## src/rtl/rr_chan_mux_pkg.sv

```systemverilog
// rtl/rr_chan_mux_pkg.sv - shared types and constants for the arbitrated channel mux
package rr_chan_mux_pkg;

   typedef enum logic {
      ST_IDLE = 1'b0,
      ST_HOLD = 1'b1
   } state_t;

   localparam int MODE_RR    = 0;
   localparam int MODE_FIXED = 1;

endpackage

```

## src/rtl/rr_select.sv

```systemverilog
// rtl/rr_select.sv - rotating-base priority search over a request vector
module rr_select #(
   parameter int NCH = 20,
   parameter int CW  = $clog2(NCH)
) (
   input  logic [NCH-1:0] req,
   input  logic [CW-1:0]  base,
   input  logic           mode,
   output logic           found,
   output logic [CW-1:0]  idx
);

   // Scan from the highest offset down so the lowest offset from base wins last.
   always_comb begin
      int start;
      int pos;
      found = 1'b0;
      idx   = '0;
      start = mode ? 0 : int'(base);
      pos   = 0;
      for (int i = NCH - 1; i >= 0; i--) begin
         pos = start + i;
         if (pos >= NCH) pos = pos - NCH;
         if (req[pos]) begin
            found = 1'b1;
            idx   = CW'(pos);
         end
      end
   end

endmodule

```

## src/rtl/rr_chan_mux.sv

```systemverilog
// rtl/rr_chan_mux.sv - N-channel arbitrated mux with registered valid/ready output and ack pulse
module rr_chan_mux
   import rr_chan_mux_pkg::*;
#(
   parameter  int NCH  = 20,
   parameter  int W    = 8,
   parameter  int MODE = MODE_RR,
   localparam int CW   = $clog2(NCH)
) (
   input  logic             clk,
   input  logic             reset,
   input  logic             enable,
   input  logic [NCH-1:0]   req,
   input  logic [NCH*W-1:0] data,
   output logic [NCH-1:0]   ack,
   output logic             out_valid,
   input  logic             out_ready,
   output logic [W-1:0]     out_data,
   output logic [CW-1:0]    out_chan
);

   state_t          state;
   logic [CW-1:0]   ptr;
   logic            found;
   logic [CW-1:0]   winner;
   logic [W-1:0]    win_data;
   logic [NCH-1:0]  win_onehot;

   rr_select #(
      .NCH (NCH),
      .CW  (CW)
   ) u_select (
      .req   (req),
      .base  (ptr),
      .mode  (MODE == MODE_FIXED),
      .found (found),
      .idx   (winner)
   );

   assign win_data   = data[W*int'(winner) +: W];
   assign win_onehot = {{(NCH-1){1'b0}}, 1'b1} << winner;

   // out_data/out_chan are only written on a grant, so they hold through HOLD and after accept.
   always_ff @(posedge clk or negedge reset) begin
      if (!reset) begin
         state     <= ST_IDLE;
         out_valid <= 1'b0;
         out_data  <= '0;
         out_chan  <= '0;
         ack       <= '0;
         ptr       <= '0;
      end else begin
         ack <= '0;
         case (state)
            ST_IDLE: begin
               if (enable && found) begin
                  state     <= ST_HOLD;
                  out_valid <= 1'b1;
                  out_data  <= win_data;
                  out_chan  <= winner;
                  ack       <= win_onehot;
                  if (MODE == MODE_RR)
                     ptr <= (winner == CW'(NCH - 1)) ? '0 : winner + 1'b1;
               end
            end
            ST_HOLD: begin
               if (out_ready) begin
                  state     <= ST_IDLE;
                  out_valid <= 1'b0;
               end
            end
            default: state <= ST_IDLE;
         endcase
      end
   end

endmodule

```

## config.mk

```make
export PLATFORM = sky130hd
export DESIGN_NAME = rr_chan_mux
export DESIGN_NICKNAME = d
export VERILOG_FILES = /design/src/rtl/rr_chan_mux_pkg.sv /design/src/rtl/rr_select.sv /design/src/rtl/rr_chan_mux.sv
export SDC_FILE = /design/constraint.sdc
export NUM_CORES = 1
export LEC_CHECK = 0
export ABC_AREA = 1
export CAP_MARGIN = 20
export CORE_ASPECT_RATIO = 2
export CORE_MARGIN = 5
export CORE_UTILIZATION = 50
export DETAILED_ROUTE_END_ITERATION = 16
export HOLD_SLACK_MARGIN = 0.02
export PLACE_DENSITY_LB_ADDON = 0.2
export SLEW_MARGIN = 20
export SYNTH_ARGS = -nofsm -noshare
export SYNTH_HDL_FRONTEND = slang
export SYNTH_SLANG_ARGS = --single-unit
```

## constraint.sdc

```tcl
create_clock -name clk -period 6 [get_ports clk]
set_input_delay 1.2 -clock clk [delete_from_list [all_inputs] [get_ports clk]]
set_output_delay 1.2 -clock clk [all_outputs]
set_load 0.02 [all_outputs]
```

; ---- Yosys cells after proc, flatten, opt, wreduce, memory -nomap -nowiden
; Cells that the tools add are included.
[classes]
addsub = 40
n_lt_le_gt_ge = 40
eq_ne = 3
n_shift = 2
mux = 129
n_bitwise = 1
n_reduce_logical = 3
[op_table]
columns = op, count
row1 = "< comparator 32 x 7 -> 1 bit, second input constant", 20
row2 = 2-to-1 mux 32 bit, 20
row3 = ">= comparator 32 x 6 -> 1 bit, second input constant", 19
row4 = "subtractor 32 x 6 -> 32 bit, second input constant", 19
row5 = indexed part select 160 x 9 -> 8 bit, 1
row6 = 2-to-1 mux 5 bit, 21
row7 = binary-select mux 1 bit (select 5 bit), 20
row8 = 2-to-1 mux 1 bit, 64
row9 = "adder 5 x 4 -> 6 bit, second input constant", 8
row10 = 2-to-1 mux 20 bit, 2
row11 = "adder 5 x 3 -> 6 bit, second input constant", 4
row12 = "adder 5 x 5 -> 6 bit, second input constant", 4
row13 = "<< shifter 1 x 5 -> 20 bit, first input constant", 1
row14 = "adder 5 x 2 -> 6 bit, second input constant", 2
row15 = "adder 5 x 1 -> 6 bit, second input constant", 1
row16 = "subtractor 5 x 5 -> 6 bit, second input constant", 1
row17 = "adder 5 x 1 -> 5 bit, second input constant", 1
row18 = "== test 5 bit, second input constant", 1
row19 = ">= comparator 5 bit, second input constant", 1
row20 = "inequality test 2 bit, second input constant", 2
row21 = case mux 1 bit (2 select lines), 2
row22 = AND reduction 2 bit, 2
row23 = logical AND 1 bit, 1
row24 = NOT 1 bit, 1
[word_totals]
regBits = 40
inputBits = 184
out_inout_bits = 34
wordCells = 224

; ---- Logic depth before layout (Yosys ltp)
[depth]
depth_word = 29
ltp_mapped = 46
depth_no_buf = 45

; ---- Modules after synthesis
; From an unflattened synthesis, not the netlist that was laid out.
[unflattened]
hier_cells = 1572
hier_area_um2 = 8604.5
[modules_own_cells]
columns = module, instances, cells_per_inst, area_each_um2, seq_area_each_um2
row1 = rr_select, 1, 927, 4974.8, 0.0
row2 = rr_chan_mux, 1, 645, 3629.7, 1001.0

; ---- Least setup slack after synthesis
; Ideal clock, no wire load.
[synth_timing]
path_kind = reg-to-reg
start = register ptr[1]
end = register ptr[2]
setup_ns = 0.125
arrival_ns = 4.380
required_time_ns = 5.875
path_slack_ns = 1.495
path_stages_with_launch = 42
path_buffers = 4
synth_period_minus_slack_ns = 4.505
cell_sequence = dfrtp_1 > buf_2 > inv_2 > buf_2 > ha_1 > clkbuf_1 > clkinv_1 > ha_1 > inv_1 > nand2_1 > nand3_2 > nand2_1 > o21ai_1 > nand3_1 > nand2_1 > nand2_1 > nand2_1 > nand2_1 > [6 not listed] > nand2_1 > nand2_1 > nand2_1 > nand2_1 > nand2_1 > nand2_1 > nand2_1 > nand2_1 > nand2_1 > nand2_1 > nand2_4 > nand2_4 > buf_8 > nand2_2 > inv_2 > ha_1 > nand2_1 > o21ai_1
[synth_between]
elab_chain_cells = 28
word_cells_on_any_way = 184
cone_classes = 40 x add/sub / 20 x order compare / 1 x eq/ne / 121 x mux / 2 x reduce/logical
[synth_lines]
columns = element, line
row1 = start: declaration, rr_chan_mux.sv:23  ; logic [CW-1:0] ptr;
row2 = start signal: assignment, rr_chan_mux.sv:63  ; ptr <= (winner == CW'(NCH - 1)) ? '0 : winner + 1'b1;
row3 = adder 5 x 5 -> 6 bit, rr_select.sv:22  ; pos = start + i;
row4 = subtractor 32 x 6 -> 32 bit / >= comparator 32 x 6 -> 1 bit (equally long branches), rr_select.sv:23  ; if (pos >= NCH) pos = pos - NCH;
row5 = 2-to-1 mux 32 bit, rr_select.sv:23
row6 = binary-select mux 1 bit (select 5 bit), rr_select.sv:24  ; if (req[pos]) begin
row7 = 2-to-1 mux 1 bit (not written as such) (2 in a row), rr_select.sv:24
row8 = 2-to-1 mux 5 bit / 2-to-1 mux 1 bit (equally long branches) (20 in a row), rr_select.sv:24
row9 = adder 5 x 1 -> 5 bit (tied with other cells), rr_chan_mux.sv:63
row10 = 2-to-1 mux 5 bit / AND reduction 2 bit (equally long branches), n/a
; Several ways; a longest one is shown, not always the timed one. The select of a mux whose other input is x is not followed.
; A chain may end at the register's enable or synchronous reset.

; ---- Worst setup path in the final report
[layout_timing]
start = register ptr[2]
end = register out_data[4]
[layout_between]
elab_chain_cells = 28
word_cells_on_any_way = 182
cone_classes = 39 x add/sub / 20 x order compare / 1 x shift / 120 x mux / 2 x reduce/logical
[layout_lines]
columns = element, line
row1 = "parallel branches: the longest is 28 deep, another holds subtractor 32 x 6 -> 32 bit", n/a
row2 = end signal: assignment, rr_chan_mux.sv:59  ; out_data <= win_data;
row3 = end: declaration, rr_chan_mux.sv:18  ; output logic [W-1:0] out_data,
; Parallel ways; which one is timed is not known. The select of a mux whose other input is x is not followed.

==> summary.txt <==
Route
  – DR vias/cell: 5.593
  – Routed wl met2: 19800 um
  – Pre-Repair DR Iteration Count: 5
  – Routed wire length: 38270 um
  – Met1 Wirelength: 11410 um
  – DRC: 0
  – Avg WL per Cell: 19.39 um
  – Top routing layer in use: met4
  – DR vias: 11040
  – Drt initial violations: 635
  – Post-DRT Antenna Nets: 0
  – Metal3 WL: 2818 um

Logic synthesis
  – Synth Instances: 1545
  – Asr flop ratio synth: 100.0%
  – Distinct cells, synth: 48
  – Syn_nets: 1776
  – Yosys warning total: 0
  – Mapped Area: 8207 sq um
  – EDFF count, synth: 0
  – #FFs+latches synth: 40
  – Sequential area share after synthesis: 12.20%
  – Syn_area_per_cell: 5.312 sq um
  – Main synth FF type: dfrtp_1

STA
  – Final min period: 5.616 ns
  – Hold_ws: 0.4748 ns
  – Final setup viols: 0
  – RSZ-0062 raised after global routing: no
  – Hold Violations, Final: 0
  – Setup Skew: 0.005012 ns
  – Total Neg Setup Slack: 0 ns
  – Final max-slew violation count: 0
  – Slew HR: 28.96%
  – Worst slew pin tran: 1.054 ns
  – Highest clock rate: 178.1 MHz
  – Period utilization: 93.60%

Clock tree
  – Root buffer cell: clkbuf_16
  – Sinks on Clock Net: 40
  – CTS tree: built
  – Clock Latency Late Sink: 0.29 ns
  – TritonCTS Buffers: 5
  – Clock Tree Buf Depth: 2
  – Post-CTS Resized: 0
  – Post-CTS Hold Fix Bufs: 0
  – Clk pin slew, worst setup/hold paths: 0.06 ns
  – CTS H-Tree Depth: 2
  – Post-CTS Setup Bufs: 0

Layout
  – Area of the multi-input gates: 6162 sq um
  – Share of cells above drive strength 1: 7.740%
  – Final Non-Filler Cells: 1974
  – Fillers: 1535
  – Reg area: 1001 sq um
  – Final #Nets: 2000
  – Post-layout util: 67.66%
  – Antenna Cells: 0
  – Layout Area Growth over Synthesis: 33.45%

GRT
  – GRT Overall Usage: 39.17%
  – First-pass GRT wire length: 57100 um
  – Total gr overflow: 0
  – Largest net degree at the start of global routing: 73
  – Vias in the first global route: 10770
  – Antenna violations before repair: 0

Setup path
  – Reg2reg end: out_data[4]$_DFFE_PN0P_
  – Crit path buffers/inverters: 5
  – R2r setup slk: 0.38 ns
  – CP max-delay cell: o21ai_1
  – Most frequent CP cell: nand2_1
  – Startpoint types: flip-flop
  – WS Path Type: reg -> reg
  – Worst r2r path cells: 33
  – Reg-to-reg critical path startpoint: ptr[2]$_DFFE_PN0P_
  – Required time of the critical path: 6.22 ns
  – Critical-path maximum fanout: 11
  – WP data arrival: 5.84 ns
  – CP top delay family: simple AND/OR/NAND/NOR gates
  – CP endpoint kind: flip-flop
  – Slowest stage delay, CP: 0.72 ns

Hold path
  – Worst Hold Path Cells: 1
  – Hold EP: out_valid$_DFFE_PN0P_
  – Worst Hold Class: reg -> reg
  – Hold path start: state$_DFF_PN0_

Status
  – Outcome: complete, no violations

Placed design
  – Final GP Congestion: 1.124
  – HPWL after DPL: 31120 um
  – Post-Place Cells: 1966
  – Buffers on Ports: 217

Die
  – Top Ports: 218
  – DIE AREA: 19230 sq um
  – Core ar.: 16190 sq um
  – Die Span Y: 191.2 um
  – Starting density of the core: 50.70%
  – Row cnt: 66
  – Die X-Extent: 100.6 um

Flow run
  – Max-cap violations: 0
==> placed cells by master (no fill, tap or decap), drive strengths merged <==
master	Yosys	layout
nor3	10	10
a211oi	2	2
inv	194	194
fa	1	1
or4	1	1
or2	5	5
nand2	659	659
nor4	3	3
clkbuf	12	5
o21a	10	10
o21ai	127	127
dfrtp	40	40
or3	1	1
clkinv	2	4
xnor2	8	8
buf	42	55
o32ai	1	1
o211a	1	1
o211ai	8	8
bufinv	0	1
nand4	8	8
o21bai	3	3
mux2i	1	1
nor2	70	70
xor2	27	27
nand3	164	164
ha	46	46
clkdlybuf4s50	0	216
a21oi	81	81
a21o	4	4
a31oi	2	2
o22ai	4	4
a21boi	8	8
==> worst max path at each step <==
stage,to,cells past startpoint,slack (ns),startpoint
finish,out_data[4]$_DFFE_PN0P_,33,0.38,ptr[2]$_DFFE_PN0P_
global route,out_data[4]$_DFFE_PN0P_,40,0.07,ptr[2]$_DFFE_PN0P_
CTS,out_data[2]$_DFFE_PN0P_,39,0.81,ptr[2]$_DFFE_PN0P_
detailed placement,out_data[2]$_DFFE_PN0P_,38,0.73,req[10]
global placement,out_data[2]$_DFFE_PN0P_,38,0.75,req[10]
floorplan,ptr[2]$_DFFE_PN0P_,41,1.49,ptr[1]$_DFFE_PN0P_
==> worst reg2reg max path, delay by kind of cell, from the launching register on <==
kind                     cells  cell delay (ns)
buffers and inverters        5             0.84
adder cells (fa/ha/maj)      2             0.71
AO/OA/AOI/OAI                4             0.99
flip-flops                   1             0.42
AND/OR/NAND/NOR             22             2.59
==> area by class of cell <==
| class | instances | area share, % |
|---|---|---|
| clock buffer | 5 | 1.142 |
| timing repair buffer | 271 | 23.95 |
| tap | 204 | 2.331 |
| sequential | 40 | 9.140 |
| multi-input combinational | 1255 | 56.27 |
| clock inverter | 3 | 0.4341 |
| inverter | 196 | 6.741 |
==> state kept, by name, summed over array words and instances, names as in the netlist <==
signal and flops:
out_data 8, out_valid 1, state 1, ack 20
ptr 5, out_chan 5
==> routing by layer <==
| metal | up-vias | track usage [%] |
|---|---|---|
| met5 | - | 0 |
| met4 | 0 | 36.01 |
| met3 | 216 | 9.934 |
| met2 | 551 | 71.94 |
| met1 | 4925 | 32.73 |
| li1 | 5348 | - |
==> cell usage after synthesis (2+ instances only) <==
library cell  number  share of area, %
a211oi_1           2              0.18
a21boi_0           8              0.73
a21o_1             4              0.37
a21oi_1           78               4.8
a21oi_2            3              0.32
a31oi_1            2              0.15
buf_2             24               1.5
buf_4             10              0.91
buf_6              6              0.82
clkbuf_1          12              0.55
clkinv_1           2             0.092
dfrtp_1           40                12
ha_1              46               7.0
inv_1            153               7.0
inv_2             40               1.8
nand2_1          648                30
nand2_2            9              0.69
nand2_4            2              0.27
nand3_1          163               9.9
nand4_1            8              0.61
nor2_1            67               3.1
nor2_2             3              0.23
nor3_1            10              0.61
nor4_1             3              0.23
o211ai_1           8              0.73
o21a_1            10              0.91
o21ai_0           61               3.7
o21ai_1           60               3.7
o21ai_2            6              0.64
o21bai_1           3              0.27
o22ai_1            4              0.30
or2_1              4              0.30
xnor2_1            6              0.64
xor2_1            22               2.3
xor2_2             5              0.99
==> cells by family (layout without fill, tap and decap cells) <==
logic type	Yosys count	after routing	share of synthesized area, %
simple gates	921	921	45.95
compound gates	251	251	16.98
buf+inv	250	475	12.97
fa+ha+maj	47	47	7.257
flops	40	40	12.20
xor+xnor	35	35	4.513
mux	1	1	0.1220
==> per-stage QoR <==
step	setup WS [ns]	area, sq um
after floorplan	1.495	8207
after global placement	0.7528	10780
after detailed placement	0.7259	10780
after CTS	0.8137	10950
after global routing	0.07126	10950
final	0.3838	10950
Power is not shown: default switching activity piles up to over one toggle a cycle in this logic, so the estimate is an artifact.
==> RTL edit 1: new RTL, config.mk and constraints unchanged <==
`NCH` is set to 20 in 2 places; all go to 40.
--- a/src/rtl/rr_select.sv
+++ b/src/rtl/rr_select.sv
@@ -1,6 +1,6 @@
 // rtl/rr_select.sv - rotating-base priority search over a request vector
 module rr_select #(
-   parameter int NCH = 20,
+   parameter int NCH = 40,
    parameter int CW  = $clog2(NCH)
 ) (
    input  logic [NCH-1:0] req,
--- a/src/rtl/rr_chan_mux.sv
+++ b/src/rtl/rr_chan_mux.sv
@@ -2,7 +2,7 @@
 module rr_chan_mux
    import rr_chan_mux_pkg::*;
 #(
-   parameter  int NCH  = 20,
+   parameter  int NCH  = 40,
    parameter  int W    = 8,
    parameter  int MODE = MODE_RR,
    localparam int CW   = $clog2(NCH)
Interface: changed (resized ack, data, out_chan and req); port bits go from 218 to 419. No check against the original RTL was run, so the function may have changed too.
==> RTL edit 1 against the original RTL <==
  * The flow now stops in global routing (5_1_grt)
  * Synthesized area increased by 91%
==> RTL edit 1: results (changes against the original RTL) <==
[outcome]
run_status = stopped before the end  ; was complete, no violations
failed_stage = global routing (5_1_grt)
stop_error = [ERROR GRT-0116] Global routing finished with congestion. Check the congestion regions in the DRC Viewer.

[place]
globalplace.congestion = 1.48  ; was 1.12
detailed_place_hpwl_um = 76500  ; was 31100 µm
placement.setup.worst_slack_ns = -1.93  ; was 0.726 ns
port_buffers = 418  ; was 217

[clocking]
cts-root-to-sink-buffers = 2  ; unchanged
clockRootBuffer = clkbuf_16  ; unchanged
cts_inserted_buffers = 9  ; was 5
cts.sink_count = 62  ; was 40
h-tree-depth = 3  ; was 2

[global_routing]
grt_pass1_vias = 30500
wire_length_of_the_first_global_routing_pass_um = 195000
grt.total_usage_pct = 71.0
grt_start_max_net_pins = 63
grt-ovfl-total = 261

[logic_synthesis]
synth_sequential_area_ratio_pct = 9.88  ; was 12.2%
synth_ff_type = dfrtp_1  ; unchanged
yosys_warnings = 0  ; unchanged
mappedNetlistNets = 3374  ; was 1776
synth.top_cells.by_area = nand2_1 (30%), dfrtp_1 (9.9%), o21ai_0 (6.6%)  ; was nand2_1 (30%), dfrtp_1 (12%), nand3_1 (9.9%)
synthTopCellsByCount = nand2_1 (1263), inv_1 (261), o21ai_0 (206)  ; was nand2_1 (648), nand3_1 (163), inv_1 (153)
async_flop_share_pct = 100  ; unchanged
synth.lib_cells_used.distinct = 68  ; was 48

## RTL edit 1: cells by family after synthesis
kind of cell	after synthesis	share of synthesized area, %
AOI/OAI and AO/OA	561	19.7
xor gates and xnor gates	95	5.97
adders and majority gates	67	5.39
buffers and inverters	427	13.2
DFF	62	9.88
muxes	12	0.797
and+or+nand+nor	1719	45.2
## RTL edit 1: repair_timing
item / in CTS
pin swaps: 153
resized for setup: 524
hold buffers: 0
gates cloned: 2
setup endpoints to repair: 56
buffers inserted: 94
## RTL edit 1: layer usage
metal | GRT overflow | GRT usage (%)
met1 | 5 | 64.9
met2 | 153 | 92.0
met3 | 2 | 54.6
met4 | 101 | 74.6
met5 | 0 | 30.7
## RTL edit 1: metrics by stage
stage | area, µm² | std cells
3_3_place_gp | 23600 | 4169
3_5_place_dp | 23600 | 4169
4_1_cts | 26300 | 4277
2_1_floorplan | 15700 | 2943
==> RTL edit 2: new RTL, config.mk and constraints unchanged <==
Made on the original files. Reset style: synchronous (`reset`), changed in one clocked block.
--- a/src/rtl/rr_chan_mux.sv
+++ b/src/rtl/rr_chan_mux.sv
@@ -41,7 +41,7 @@
    assign win_onehot = {{(NCH-1){1'b0}}, 1'b1} << winner;
 
    // out_data/out_chan are only written on a grant, so they hold through HOLD and after accept.
-   always_ff @(posedge clk or negedge reset) begin
+   always_ff @(posedge clk) begin
       if (!reset) begin
          state     <= ST_IDLE;
          out_valid <= 1'b0;
Formal check against the unedited RTL: differs if reset is asserted again (counterexample within 4 cycles, from zero or initial values and one cycle with reset low); with reset held inactive, the same outputs for 4 cycles.
==> RTL edit 2 against the original RTL <==
  * Design area down 3.3%
  * First-iteration DRC count increased by 33%
  * Synthesized area down 1.3%
  * Synthesized cell count shrank 2.3%
  * Sequential cell count did not move
  * Worst hold slack better by 0.021 ns
  * Die area shrank 1.2%
  * Clock skew is 0.00055 ns higher
  * Worst setup slack gained 0.17 ns
  * Wire length fell by 16%
Power is not shown: default switching activity piles up to over one toggle a cycle in this logic, so the estimate is an artifact.
==> RTL edit 2: results (changes against the original RTL) <==
[place]
place_inst = 1901  ; was 1966
placement.setup.worst_slack_ns = 0.371  ; was 0.726 ns
dpl-instance-area_um2 = 10400  ; was 10800 µm²
detailed_place_hpwl_um = 26100  ; was 31100 µm
globalplace.congestion = 1.04  ; was 1.12

[timing]
clock_skew_after_layout_ns = 0.00556  ; was 0.00501 ns
layout_setup_ws_ns = 0.556  ; was 0.384 ns

[worst_setup_path]
ff2ff_path_depth = 42  ; was 33
critical-path-max-stage-delay_ns = 0.40  ; was 0.72 ns
crit_fanout = 58  ; was 11
startpoint = ptr[2]$_SDFFE_PN0P_  ; was ptr[2]$_DFFE_PN0P_
worst_ep_arrival_time_ns = 5.65  ; was 5.84 ns
slowest_stage_cell_cp = xor2_1  ; was o21ai_1

[route]
detailedRoute.firstPassIterationCount = 9  ; was 5
route.detailed.wl_per_inst_um = 16.8  ; was 19.4 µm
postRouteWirelength_um = 32200  ; was 38300 µm
drt_iter0_markers = 843  ; was 635
routed-via-count = 10700  ; was 11000

[global_routing]
groute.layer.met2.usage_pct = 53.5  ; was 71.9%
grtUsageMet1_pct = 42.2  ; was 32.7%
grt.total_usage_pct = 32.5  ; was 39.2%
wire_length_of_the_first_global_routing_pass_um = 50500  ; was 57100 µm
grt_start_max_net_pins = 59  ; was 73
grt_pass1_vias = 10200  ; was 10800

[logic_synthesis]
synthTopCellsByCount = nand2_1 (606), nand3_1 (180), inv_1 (124)  ; was nand2_1 (648), nand3_1 (163), inv_1 (153)
synthAdderAreaFrac_pct = 8.59  ; was 7.26%
synth_sequential_area_ratio_pct = 9.89  ; was 12.2%
avgSynthCellArea_um2 = 5.36  ; was 5.31 µm²
multiplexer_area_fraction_after_synthesis_pct = 0.263  ; was 0.122%
synth_compound_gate_area_share_pct = 17.5  ; was 17.0%
mappedNetlistNets = 1749  ; was 1776
synth-xor-area-share_pct = 4.49  ; was 4.51%
synth.lib_cells_used.distinct = 51  ; was 48

[outcome]
run_status = complete, no violations  ; unchanged

[layout]
post_route_cells_drive_above_1_share_pct = 6.16  ; was 7.74%

[hold_path]
worst_hold_startpoint = state$_SDFF_PN0_  ; was state$_DFF_PN0_

==> RTL edit 2: what timing repair did <==
item                       in CTS  in global routing
gates resized for setup         0                  5
hold buffers                    0                  0
setup endpoints to repair       0                 16
==> RTL edit 2: path summary, 6_finish.rpt <==
kind / end
worst max-delay path: out_data[7]$_SDFFE_PN0P_
worst min-delay path: out_valid$_SDFFE_PN0P_
worst max register to register: out_data[7]$_SDFFE_PN0P_
worst min register to register: out_valid$_SDFFE_PN0P_
==> RTL edit 2: worst max-delay path, delay by kind of cell, from the launching register on <==
family	cells	cell delay, ns
flops	1	0.36
compound gates	3	0.67
simple gates	32	2.74
xor+xnor	1	0.40
fa+ha+maj	2	0.43
buf+inv	4	0.74
==> RTL edit 2: cell type report <==
class / instances / area, µm²
clock buffer: 6 / 129
clock inverter: 2 / 35.0
fill: 1556 / 5520
inverter: 154 / 587
multi-input combinational: 1257 / 6360
sequential: 40 / 802
tap: 204 / 255
timing repair buffer: 246 / 2410
